## src/rtl/i2c_bus_arbiter.sv

```systemverilog
// i2c_bus_arbiter: two-port round-robin arbiter in front of a single I2C master.
// A winning requester's op/addr/wdata are latched and handed to the master,
// the master's completion is routed back as a one-cycle ack with err/rdata.
// Optional build macro I2C_ARB_TIMEOUT_EN adds a WAIT_DONE watchdog that
// aborts with err=1 after TIMEOUT cycles without m_done.
//
// state     | meaning
// ----------+-------------------------------------------------------------
// IDLE      | no owner; pick a winner when the master is free
// ISSUE     | owner granted, request latched; m_start fires on leaving
// WAIT_DONE | waiting for m_done (or the watchdog, when enabled)
// RESPOND   | ack/err/rdata visible; grant cleared and last owner recorded
module i2c_bus_arbiter #(
  parameter int unsigned TIMEOUT = 40000
) (
  input  logic       clk,
  input  logic       rst,
  input  logic       req0,
  input  logic       req1,
  input  logic       op0,
  input  logic       op1,
  input  logic [6:0] addr0,
  input  logic [6:0] addr1,
  input  logic [7:0] wdata0,
  input  logic [7:0] wdata1,
  output logic       ack0,
  output logic       ack1,
  output logic       err0,
  output logic       err1,
  output logic [7:0] rdata0,
  output logic [7:0] rdata1,
  output logic [1:0] grant,
  output logic       m_start,
  output logic       m_op,
  output logic [6:0] m_addr,
  output logic [7:0] m_wdata,
  input  logic       m_busy,
  input  logic       m_done,
  input  logic       m_ack_err,
  input  logic [7:0] m_rdata
);

  typedef enum logic [1:0] {
    IDLE      = 2'd0,
    ISSUE     = 2'd1,
    WAIT_DONE = 2'd2,
    RESPOND   = 2'd3
  } state_t;

  state_t     state_q, state_d;
  logic [1:0] grant_q, grant_d;
  logic       last_q, last_d;        // 1: port 1 was served last
  logic       m_start_q, m_start_d;
  logic       m_op_q, m_op_d;
  logic [6:0] m_addr_q, m_addr_d;
  logic [7:0] m_wdata_q, m_wdata_d;
  logic       ack0_q, ack0_d;
  logic       ack1_q, ack1_d;
  logic       err0_q, err0_d;
  logic       err1_q, err1_d;
  logic [7:0] rdata0_q, rdata0_d;
  logic [7:0] rdata1_q, rdata1_d;
  logic       pick1;
  logic       timeout_hit;

`ifdef I2C_ARB_TIMEOUT_EN
  localparam int unsigned CW = (TIMEOUT > 2) ? $clog2(TIMEOUT) : 1;

  logic [CW-1:0] cnt_q, cnt_d;

  // Watchdog counts WAIT_DONE cycles; it reads zero on the first WAIT_DONE cycle.
  always_comb begin
    cnt_d = '0;
    if (state_q == WAIT_DONE) cnt_d = cnt_q + 1'b1;
  end

  // Watchdog counter register.
  always_ff @(posedge clk or posedge rst) begin
    if (rst) cnt_q <= '0;
    else     cnt_q <= cnt_d;
  end

  assign timeout_hit = (state_q == WAIT_DONE) && (cnt_q == CW'(TIMEOUT - 1));
`else
  assign timeout_hit = 1'b0;
`endif

  // Round-robin choice: on a tie, the port not served last wins.
  always_comb begin
    pick1 = req1;
    if (req0 && req1) pick1 = ~last_q;
  end

  // Next-state and registered-output logic.
  always_comb begin
    state_d   = state_q;
    grant_d   = grant_q;
    last_d    = last_q;
    m_start_d = 1'b0;
    m_op_d    = m_op_q;
    m_addr_d  = m_addr_q;
    m_wdata_d = m_wdata_q;
    ack0_d    = 1'b0;
    ack1_d    = 1'b0;
    err0_d    = 1'b0;
    err1_d    = 1'b0;
    rdata0_d  = rdata0_q;
    rdata1_d  = rdata1_q;
    case (state_q)
      IDLE: begin
        if (!m_busy && (req0 || req1)) begin
          grant_d   = pick1 ? 2'b10 : 2'b01;
          m_op_d    = pick1 ? op1 : op0;
          m_addr_d  = pick1 ? addr1 : addr0;
          m_wdata_d = pick1 ? wdata1 : wdata0;
          state_d   = ISSUE;
        end
      end
      ISSUE: begin
        m_start_d = 1'b1;
        state_d   = WAIT_DONE;
      end
      WAIT_DONE: begin
        if (m_done) begin
          state_d = RESPOND;
          if (grant_q[1]) begin
            ack1_d = 1'b1;
            err1_d = m_ack_err;
            if (m_op_q) rdata1_d = m_rdata;
          end else begin
            ack0_d = 1'b1;
            err0_d = m_ack_err;
            if (m_op_q) rdata0_d = m_rdata;
          end
        end else if (timeout_hit) begin
          // Abort: report an error, leave the read data untouched.
          state_d = RESPOND;
          if (grant_q[1]) begin
            ack1_d = 1'b1;
            err1_d = 1'b1;
          end else begin
            ack0_d = 1'b1;
            err0_d = 1'b1;
          end
        end
      end
      RESPOND: begin
        grant_d = 2'b00;
        last_d  = grant_q[1];
        state_d = IDLE;
      end
      default: state_d = IDLE;
    endcase
  end

  // State and output registers; reset primes last_q so port 0 wins the first tie.
  always_ff @(posedge clk or posedge rst) begin
    if (rst) begin
      state_q   <= IDLE;
      grant_q   <= 2'b00;
      last_q    <= 1'b1;
      m_start_q <= 1'b0;
      m_op_q    <= 1'b0;
      m_addr_q  <= 7'd0;
      m_wdata_q <= 8'd0;
      ack0_q    <= 1'b0;
      ack1_q    <= 1'b0;
      err0_q    <= 1'b0;
      err1_q    <= 1'b0;
      rdata0_q  <= 8'd0;
      rdata1_q  <= 8'd0;
    end else begin
      state_q   <= state_d;
      grant_q   <= grant_d;
      last_q    <= last_d;
      m_start_q <= m_start_d;
      m_op_q    <= m_op_d;
      m_addr_q  <= m_addr_d;
      m_wdata_q <= m_wdata_d;
      ack0_q    <= ack0_d;
      ack1_q    <= ack1_d;
      err0_q    <= err0_d;
      err1_q    <= err1_d;
      rdata0_q  <= rdata0_d;
      rdata1_q  <= rdata1_d;
    end
  end

  assign grant   = grant_q;
  assign m_start = m_start_q;
  assign m_op    = m_op_q;
  assign m_addr  = m_addr_q;
  assign m_wdata = m_wdata_q;
  assign ack0    = ack0_q;
  assign ack1    = ack1_q;
  assign err0    = err0_q;
  assign err1    = err1_q;
  assign rdata0  = rdata0_q;
  assign rdata1  = rdata1_q;

  // Structural invariants: single owner, single ack, a usable watchdog length.
  a_grant_onehot: assert property (@(posedge clk) disable iff (rst) grant_q != 2'b11);
  a_ack_excl:     assert property (@(posedge clk) disable iff (rst) !(ack0_q && ack1_q));
  a_timeout_len:  assert property (@(posedge clk) disable iff (rst) TIMEOUT > 1);

endmodule

```

## config.mk

```make
export PLATFORM = sky130hd
export DESIGN_NAME = i2c_bus_arbiter
export DESIGN_NICKNAME = d
export VERILOG_FILES = /design/src/rtl/i2c_bus_arbiter.sv
export SDC_FILE = /design/constraint.sdc
export NUM_CORES = 1
export LEC_CHECK = 0
export ABC_AREA = 1
export CORE_UTILIZATION = 42
export DETAILED_ROUTE_END_ITERATION = 10
export PLACE_DENSITY = 0.91
export SYNTH_ARGS = -nofsm -noshare
export SYNTH_HDL_FRONTEND = slang
export SYNTH_SLANG_ARGS = --single-unit
```

## constraint.sdc

```tcl
create_clock -name clk -period 1.7 [get_ports clk]
set_input_delay 0.255 -clock clk [delete_from_list [all_inputs] [get_ports clk]]
set_output_delay 0.255 -clock clk [all_outputs]
set_load 0.01 [all_outputs]
```

==> results.yml <==
timing:
  drv_slew: 0
  setup_tns_ns: 0
  setup_viol_count_final: 0
  rsz0062_at_grt: "false"
  timing.final.crit_share_pct: 93.11
  post-route-min-period_ns: 1.583
  worst_slew_pin_slew_ns: 0.5015
  finalHoldViolCount: 0
  whs_ns: 0.2227
  timing.fmax_mhz: 631.8
  fin_ws_ns: 0.1172
  max_slew_margin_pct: 66.36
  fin_skew_ns: 0.01054
synthesis:
  synth_top_area_cell: "dfrtp_1"
  yosysUniqueCellTypes: 19
  synthXorXnorAreaFrac_pct: 0
  synthMuxAreaShare_pct: 0
  synth_fa_ha_area_share_pct: 2.562
  seq_area_frac_synth_pct: 53.88
  synth_top_family_by_area: "simple AND/OR/NAND/NOR gates"
  syn_area_um2: 1953
  ys_top_cells_by_area: "dfrtp_1 53%, nand2_1 22%, nand3_1 6.7%, inv_1 3.1%, ha_1 2.6%"
  syn_inst: 239
  synth_compound_area_share_pct: 4.869
  yosys.area.top_type_share_pct: 52.53
  synth_nets: 290
  ys_warn_count: 0
  synth-simple-area-share_pct: 32.67
  syn_area_per_cell_um2: 8.172
  synth-seq-cells: 42
global_routing:
  antenna_found_initial: 0
  grt_max_degree: 22
  grt-ovfl-total: 0
  first_global_vias: 1737
  track_usage_pct: 20.58
  grt_pass1_wl_um: 7879
pwr:
  ir_drop_v: 0.0006285
  p_int_w: 0.002860
  power_density_nw_per_um2: 1478
  power_frac_comb_pct: 46.1
  p_seq_share_pct: 39.0
  p_switching_w: 0.001567
  netSwitchingFraction_pct: 35.39
  p_clk_share_pct: 14.9
  leakage_nw: 1.506
place:
  dp_hpwl_um: 3606
  dp.cells: 377
  globalplace.congestion: 0.7472
  dp_slack_ns: 0.05816
  portBuffers: 85
cts:
  htreeDepth: 2
  cts_buffers: 5
  post_cts.repair.setup_buffers: 0
  path_clk_slew_ns: 0.08
  cts_sinks: 42
  cts_hold_buf: 0
  root_buffer: "clkbuf_8"
  cts_tree: "done"
  clock_path_buffers: 2
  clk_latency_ns: 0.30
final_layout:
  fin_nets: 383
  mostFrequentLayoutCells: "111 x nand2_1, 85 x clkdlybuf4s50_1, 39 x dfrtp_1, 26 x nand3_1, 15 x inv_1"
  fillers: 357
  area_delta_synth_final_pct: 53.36
  multi_input_area_um2: 785.8
  final_util_pct: 67.86
  final_common_cell: "nand2_1"
  drive_gt1_share_pct: 9.610
  diodes: 0
  finalNonFillerCells: 385
  register_area_um2: 1055
route:
  drc: 0
  dr.pass1.iters: 4
  drt-wirelength-per-cell_um: 12.06
  routed_wl_um: 4645
  vias: 1810
  vias_per_cell: 4.701
  dr.first_iter.drc_count: 100
  detail-route-antenna-nets: 0
floorplan:
  die_y_um: 70.20
  die_area_um2: 4927
  ios: 86
  start_util_pct: 44.25
  die-width_um: 70.20
  core-area_um2: 4414
  rows: 24
critical_path:
  timing.rr.start: "state_q[0]$_DFFE_PP0P_"
  reg2reg_to: "rdata1[1]$_DFFE_PP0P_"
  cp-end-kind: "primary output"
  critical_path.max_fanout: 6
  cp.arrival_ns: 1.33
  critPathRequiredTime_ns: 1.44
  cp_slowest_cell: "clkdlybuf4s50_1"
  rrSetupSlack_ns: 0.22
  path_delay_family: "buffers and inverters"
  cp_num_buf_inv: 1
  cp_cell_sequence: "clkdlybuf4s50_1"
  cp-start-kind: "flip-flop"
  r2r_cells: 7
  critical_path.max_stage_delay_ns: 0.57
  worst-setup-path-type: "reg -> out"
outcome:
  status: "complete, no violations"
run:
  maxCapViolCount: 0
hold_path:
  hp-class: "in -> async"
[logic make-up (layout without fill, tap and decap cells)]
| group | Yosys count | in the layout |
|---|---|---|
| flip-flops | 42 | 42 |
| adder cells (fa/ha/maj) | 4 | 4 |
| AND/OR/NAND/NOR | 152 | 152 |
| AO/OA/AOI/OAI | 16 | 16 |
| buffers and inverters | 25 | 119 |
[flip-flops by register name, summed over array words and instances (netlist names), 2 cells and up]
signal	cells
m_addr	7
rdata1	8
rdata0	8
m_wdata	8
grant	2
state_q	2
[final cells by class]
class	instances	share of cell area [%]
clock inverters	1	0.1671
well taps	52	2.172
flip-flops and latches	42	35.21
multi-input cells	172	26.23
inverters	16	2.005
repair buffers	95	31.33
clock buffers	7	2.882
[worst max-delay path by stage]
stage                      startpoint                     to  slack, ns  cells after the start
2_1_floorplan  state_q[0]$_DFFE_PP0P_  rdata0[0]$_DFFE_PP0P_       0.32                      8
3_3_place_gp                   m_done  rdata0[1]$_DFFE_PP0P_       0.12                      6
3_5_place_dp                   m_done  rdata0[0]$_DFFE_PP0P_       0.06                      6
4_1_cts          grant[1]$_DFFE_PP0P_               grant[1]       0.02                      1
5_1_grt        state_q[0]$_DFFE_PP0P_  rdata1[7]$_DFFE_PP0P_       0.08                      7
6_report         grant[1]$_DFFE_PP0P_               grant[1]       0.12                      1
[power groups by stage]
stage          clock (W)  combinational (W)  sequential [W]
2_1_floorplan          0           0.000786         0.00187
3_3_place_gp           0            0.00199         0.00173
3_5_place_dp           0            0.00206         0.00173
4_1_cts         0.000677            0.00206         0.00172
5_1_grt         0.000715            0.00226         0.00179
6_report        0.000660            0.00204         0.00173
[through the flow]
stage                     instance area (um2)  power, W
after detailed placement                 2899  0.003786
after global placement                   2899  0.003713
after floorplan                          1953  0.002660
after CTS                                2990  0.004461
final                                    2995  0.004427
after global routing                     2995  0.004762
[layer usage]
layer | global-route usage, % | part of all wire [%] | vias to the layer above
met5 | 0 | 0 | -
met4 | 5.333 | 1.1 | 0
met2 | 33.87 | 48 | 70
met1 | 26.14 | 44 | 808
li1 | - | - | 926
met3 | 6.782 | 6.9 | 6
[what timing repair did]
action,CTS,global route
setup endpoints to repair,0,6
hold endpoints to repair,0,0
resized for setup,0,3
[cell usage after synthesis]
cell	number
or2_2	1
o21ai_0	8
nand2_2	3
dfrtp_1	41
buf_6	1
dfstp_2	1
clkbuf_1	1
o21ai_2	4
inv_1	16
nand3_1	26
ha_1	4
nor2_1	5
a21oi_1	4
nand2_4	1
nand2_1	112
buf_4	3
nor3_1	2
buf_2	4
nor2_4	2
(Power assumes the default switching activity.)
==> RTL edit 1, RTL diff (config.mk and constraints unchanged) <==
The 4 states of `state_t` get a Gray code encoding in 2 bits.
--- a/src/rtl/i2c_bus_arbiter.sv
+++ b/src/rtl/i2c_bus_arbiter.sv
@@ -43,6 +43,6 @@
   typedef enum logic [1:0] {
-    IDLE      = 2'd0,
-    ISSUE     = 2'd1,
-    WAIT_DONE = 2'd2,
-    RESPOND   = 2'd3
+    IDLE      = 2'b00,
+    ISSUE     = 2'b01,
+    WAIT_DONE = 2'b11,
+    RESPOND   = 2'b10
   } state_t;
Function: same outputs for any inputs over 10 cycles, from zero or initial values and one cycle with rst high; not proved beyond that.
==> RTL edit 1 against the unedited design <==
  * Final cell count is 1.8% lower
  * Wire length is 1.5% higher
  * Total power is 0.95% lower
  * Cell area is 1.6% lower
  * Critical path type unchanged
  * Worst hold slack better by 0.071 ns
  * Setup slack worse by 0.012 ns
  * Sequential cell count stayed put
  * Count of clock-buffer cells in the layout is 2 lower
  * Synthesized area is 1.2% lower
==> RTL edit 1: results (changes against the unedited design) <==
- The portion of the clock cycle consumed by the worst path in the final layout is 93.82% (was 93.11%).
- The aggregate global-route resource usage is 20.35% (was 20.58%).
- The average detailed-routed wire length per instance is 12.47 um (was 12.06 um).
- The number of DRC markers in iteration 0 was 116 (was 100).
- The worst setup slack after placement came to 0.06965 ns (was 0.05816 ns).
- The via count of the first global-routing pass came to 1787 (was 1737).
- The utilization after layout is 67.21% (was 67.86%).
- The worst IR drop on VDD is 0.7283 mV (was 0.6285 mV).
- Outcome: complete, no violations (unchanged).
- The fraction of standard cell area that is sequential is 35.71% (was 35.21%).
- The share of synthesized area occupied by flip-flops and latches is 54.54% (was 53.88%).
- The reported net switching power came to 1.524 mW (was 1.567 mW).
- The number of non-clock inverters came to 11 (was 16).
- The transition at the pin with the smallest max-transition slack is 0.4023 ns (was 0.5015 ns).
- The leakage power figure was 1.483 nW (was 1.506 nW).
- The post-detailed-route via-to-cell ratio was 4.910 (was 4.701).
- The global-route wire length before repair is 7845 um (was 7879 um).
- The number of multi-input combinational cells in the layout is 175 (was 172).
- The distinct cell type count of the synthesized netlist is 21 (was 19).
- The post-synthesis instance total is 236 (was 239).
- The worst hold slack after final layout came to 0.2938 ns (was 0.2227 ns).
- The synthesized netlist net count was 283 (was 290).
- The final worst clock skew is 0.004187 ns (was 0.01054 ns).
- The placed wire-length estimate is 3525 um (was 3606 um).
- The count of fill cells added during filler insertion is 369 (was 357).
- Dominant cells by area after synthesis: sky130_fd_sc_hd__dfrtp_1 (53%), sky130_fd_sc_hd__nand2_1 (23%), sky130_fd_sc_hd__nand3_1 (9.1%) (was sky130_fd_sc_hd__dfrtp_1 (53%), sky130_fd_sc_hd__nand2_1 (22%), sky130_fd_sc_hd__nand3_1 (6.7%)).
RTL edit 1: cell types whose count changed in the layout (fill, tap and decap cells not counted), sizes merged, moves of 3 or more:
| cell | before | now |
|---|---|---|
| o21ai | 12 | 2 |
| inv | 15 | 9 |
| nand2 | 116 | 125 |
| buf | 10 | 5 |
| nand3 | 26 | 37 |
| ha | 4 | 0 |
| a21oi | 4 | 1 |
RTL edit 1: kinds of logic (layout without fill, tap and decap cells):
family | count (synthesis) | after routing | synth area share (%)
buffers and inverters | 19 | 109 | 5.123
AOI/OAI and AO/OA | 3 | 3 | 0.7780
DFF | 42 | 42 | 54.54
and+or+nand+nor | 172 | 172 | 39.56
RTL edit 1: power by group through the flow:
| stage | sequential (mW) | clock (mW) | combinational (mW) |
|---|---|---|---|
| floorplan | 1.86 | 0 | 0.715 |
| global placement | 1.71 | 0 | 1.86 |
| detailed placement | 1.72 | 0 | 1.93 |
| CTS | 1.71 | 0.788 | 1.93 |
| global route | 1.76 | 0.824 | 2.09 |
| finish | 1.71 | 0.765 | 1.91 |
RTL edit 1: path summary, 6_finish.rpt:
kind / from / endpoint / cells after the start
max in group asynchronous: rst / last_q / 3
min in group clk: rdata1[5] / rdata1[5] / 2
worst max register to register: state_q[1] / m_addr[2] / 4
worst min register to register: rdata1[5] / rdata1[5] / 2
worst max-delay path: grant[1] / grant[1] / 1
worst min-delay path: rst / rdata1[2] / 3
RTL edit 1: routing by layer:
layer  global-route usage [%]  up-vias  share of wire [%]
met5                        0        -                  0
met4                    6.000        0                1.3
met3                    4.942       10                6.9
met2                    35.15       77                 48
met1                    25.19      858                 43
li1                         -      911                  -
==> RTL edit 2, RTL diff (same flow settings) <==
Made on the original files. Build with the macro `I2C_ARB_TIMEOUT_EN` defined.
--- a/src/rtl/i2c_bus_arbiter.sv
+++ b/src/rtl/i2c_bus_arbiter.sv
@@ -12,2 +12,4 @@
 // RESPOND   | ack/err/rdata visible; grant cleared and last owner recorded
+`define I2C_ARB_TIMEOUT_EN
+
 module i2c_bus_arbiter #(
Formal check against the unedited RTL: no difference found for any inputs over 10 cycles, from zero or initial values and one cycle with rst high; that may be too few to reach the edited logic, so the function may still have changed.
==> RTL edit 2 against the unedited design <==
  * Critical path depth unchanged
  * Wire length up 41%
  * Cell area up 28%
  * Total power up 24%
  * Setup slack worse by 0.027 ns
  * Synthesized area up 36%
  * Worst hold slack worse by 0.059 ns
  * Sequential cell count up 16
  * Critical path type unchanged
  * Critical endpoint is now m_op
==> RTL edit 2: results (changes against the unedited design) <==
- The arrival time at the worst endpoint is 1.35 ns (was 1.33 ns).
- The worst-case register-to-register setup slack is 0.13 ns (was 0.22 ns).
- The launch point of the worst path is m_op (was grant[1]).
- The fraction of layout instances using a drive strength above 1 is 11.50% (was 9.610%).
- The number of clock buffers in the layout is 10 (was 7).
- The fraction of standard cell area in multi-input logic is 27.25% (was 26.23%).
- The distinct cell type count of the synthesized netlist is 26 (was 19).
- The clock network contribution to total cell area is 4.830% (was 3.049%).
- The routing usage on met1 came to 24.34% (was 26.14%).
- The delay of the slowest critical-path stage came to 0.59 ns (was 0.57 ns).
- The via count of the first global-routing pass is 2514 (was 1737).
- The post-detailed-route via-to-cell ratio is 5.137 (was 4.701).
- The sum of met2 wire segment lengths after detailed routing is 3381 um (was 2214 um).
- The clock insertion delay at the later pin of the skew report is 0.33 ns (was 0.30 ns).
- The total of plain and repair buffers excluding clock buffers came to 91 (was 95).
- The clock buffer count from CTS came to 9 (was 5).
- The met2 demand-to-capacity share in global routing is 37.58% (was 33.87%).
- The placed wire-length estimate was 4861 um (was 3606 um).
- The number of non-clock inverters is 34 (was 16).
- The number of levels the H-tree was split into came to 3 (was 2).
- The internal power contribution is 3.632 mW (was 2.860 mW).
- The number of cells on the worst reg-to-reg path came to 8 (was 7).
- The count of fill cells added during filler insertion was 475 (was 357).
- Dominant cells by area after synthesis: sky130_fd_sc_hd__dfrtp_1 (54%), sky130_fd_sc_hd__nand2_1 (8.7%), sky130_fd_sc_hd__nand3_1 (5.6%) (was sky130_fd_sc_hd__dfrtp_1 (53%), sky130_fd_sc_hd__nand2_1 (22%), sky130_fd_sc_hd__nand3_1 (6.7%)).
- The leakage power figure is 1.792 nW (was 1.506 nW).
- The met3 routing resource usage after global routing is 4.000% (was 6.782%).
- The share of synthesized area occupied by flip-flops and latches was 54.53% (was 53.88%).
- The global-route wire length before repair came to 10690 um (was 7879 um).
- The number of multi-input combinational cells in the layout is 201 (was 172).
- The average detailed-routed wire length per instance is 13.82 um (was 12.06 um).
- Outcome: complete, no violations (unchanged).
## RTL edit 2: power groups by stage
stage | Combinational (mW) | Sequential (mW) | Clock [mW]
2_1_floorplan | 0.839 | 2.27 | 0
3_3_place_gp | 2.03 | 2.13 | 0
3_5_place_dp | 2.12 | 2.15 | 0
4_1_cts | 2.12 | 2.13 | 1.22
5_1_grt | 2.41 | 2.18 | 1.28
6_report | 2.15 | 2.14 | 1.19
## RTL edit 2: metrics by stage
stage	std cells	hold WS [ns]	cell area (um2)	TNS, ns	setup slack, ns
3_3_place_gp	458	0.4667	3612	0	0.03163
5_1_grt	475	0.1672	3834	0	0.003251
3_5_place_dp	458	0.4799	3612	-0.2084	-0.03053
6_report	475	0.1636	3834	0	0.09028
4_1_cts	474	0.1505	3797	0	0.02980
2_1_floorplan	301	0.3831	2664	0	0.01867
## RTL edit 2: timing repair
| item | CTS | global route |
|---|---|---|
| endpoints found under the setup margin | 0 | 32 |
| gates resized for setup | 0 | 4 |
| setup buffers | 0 | 1 |
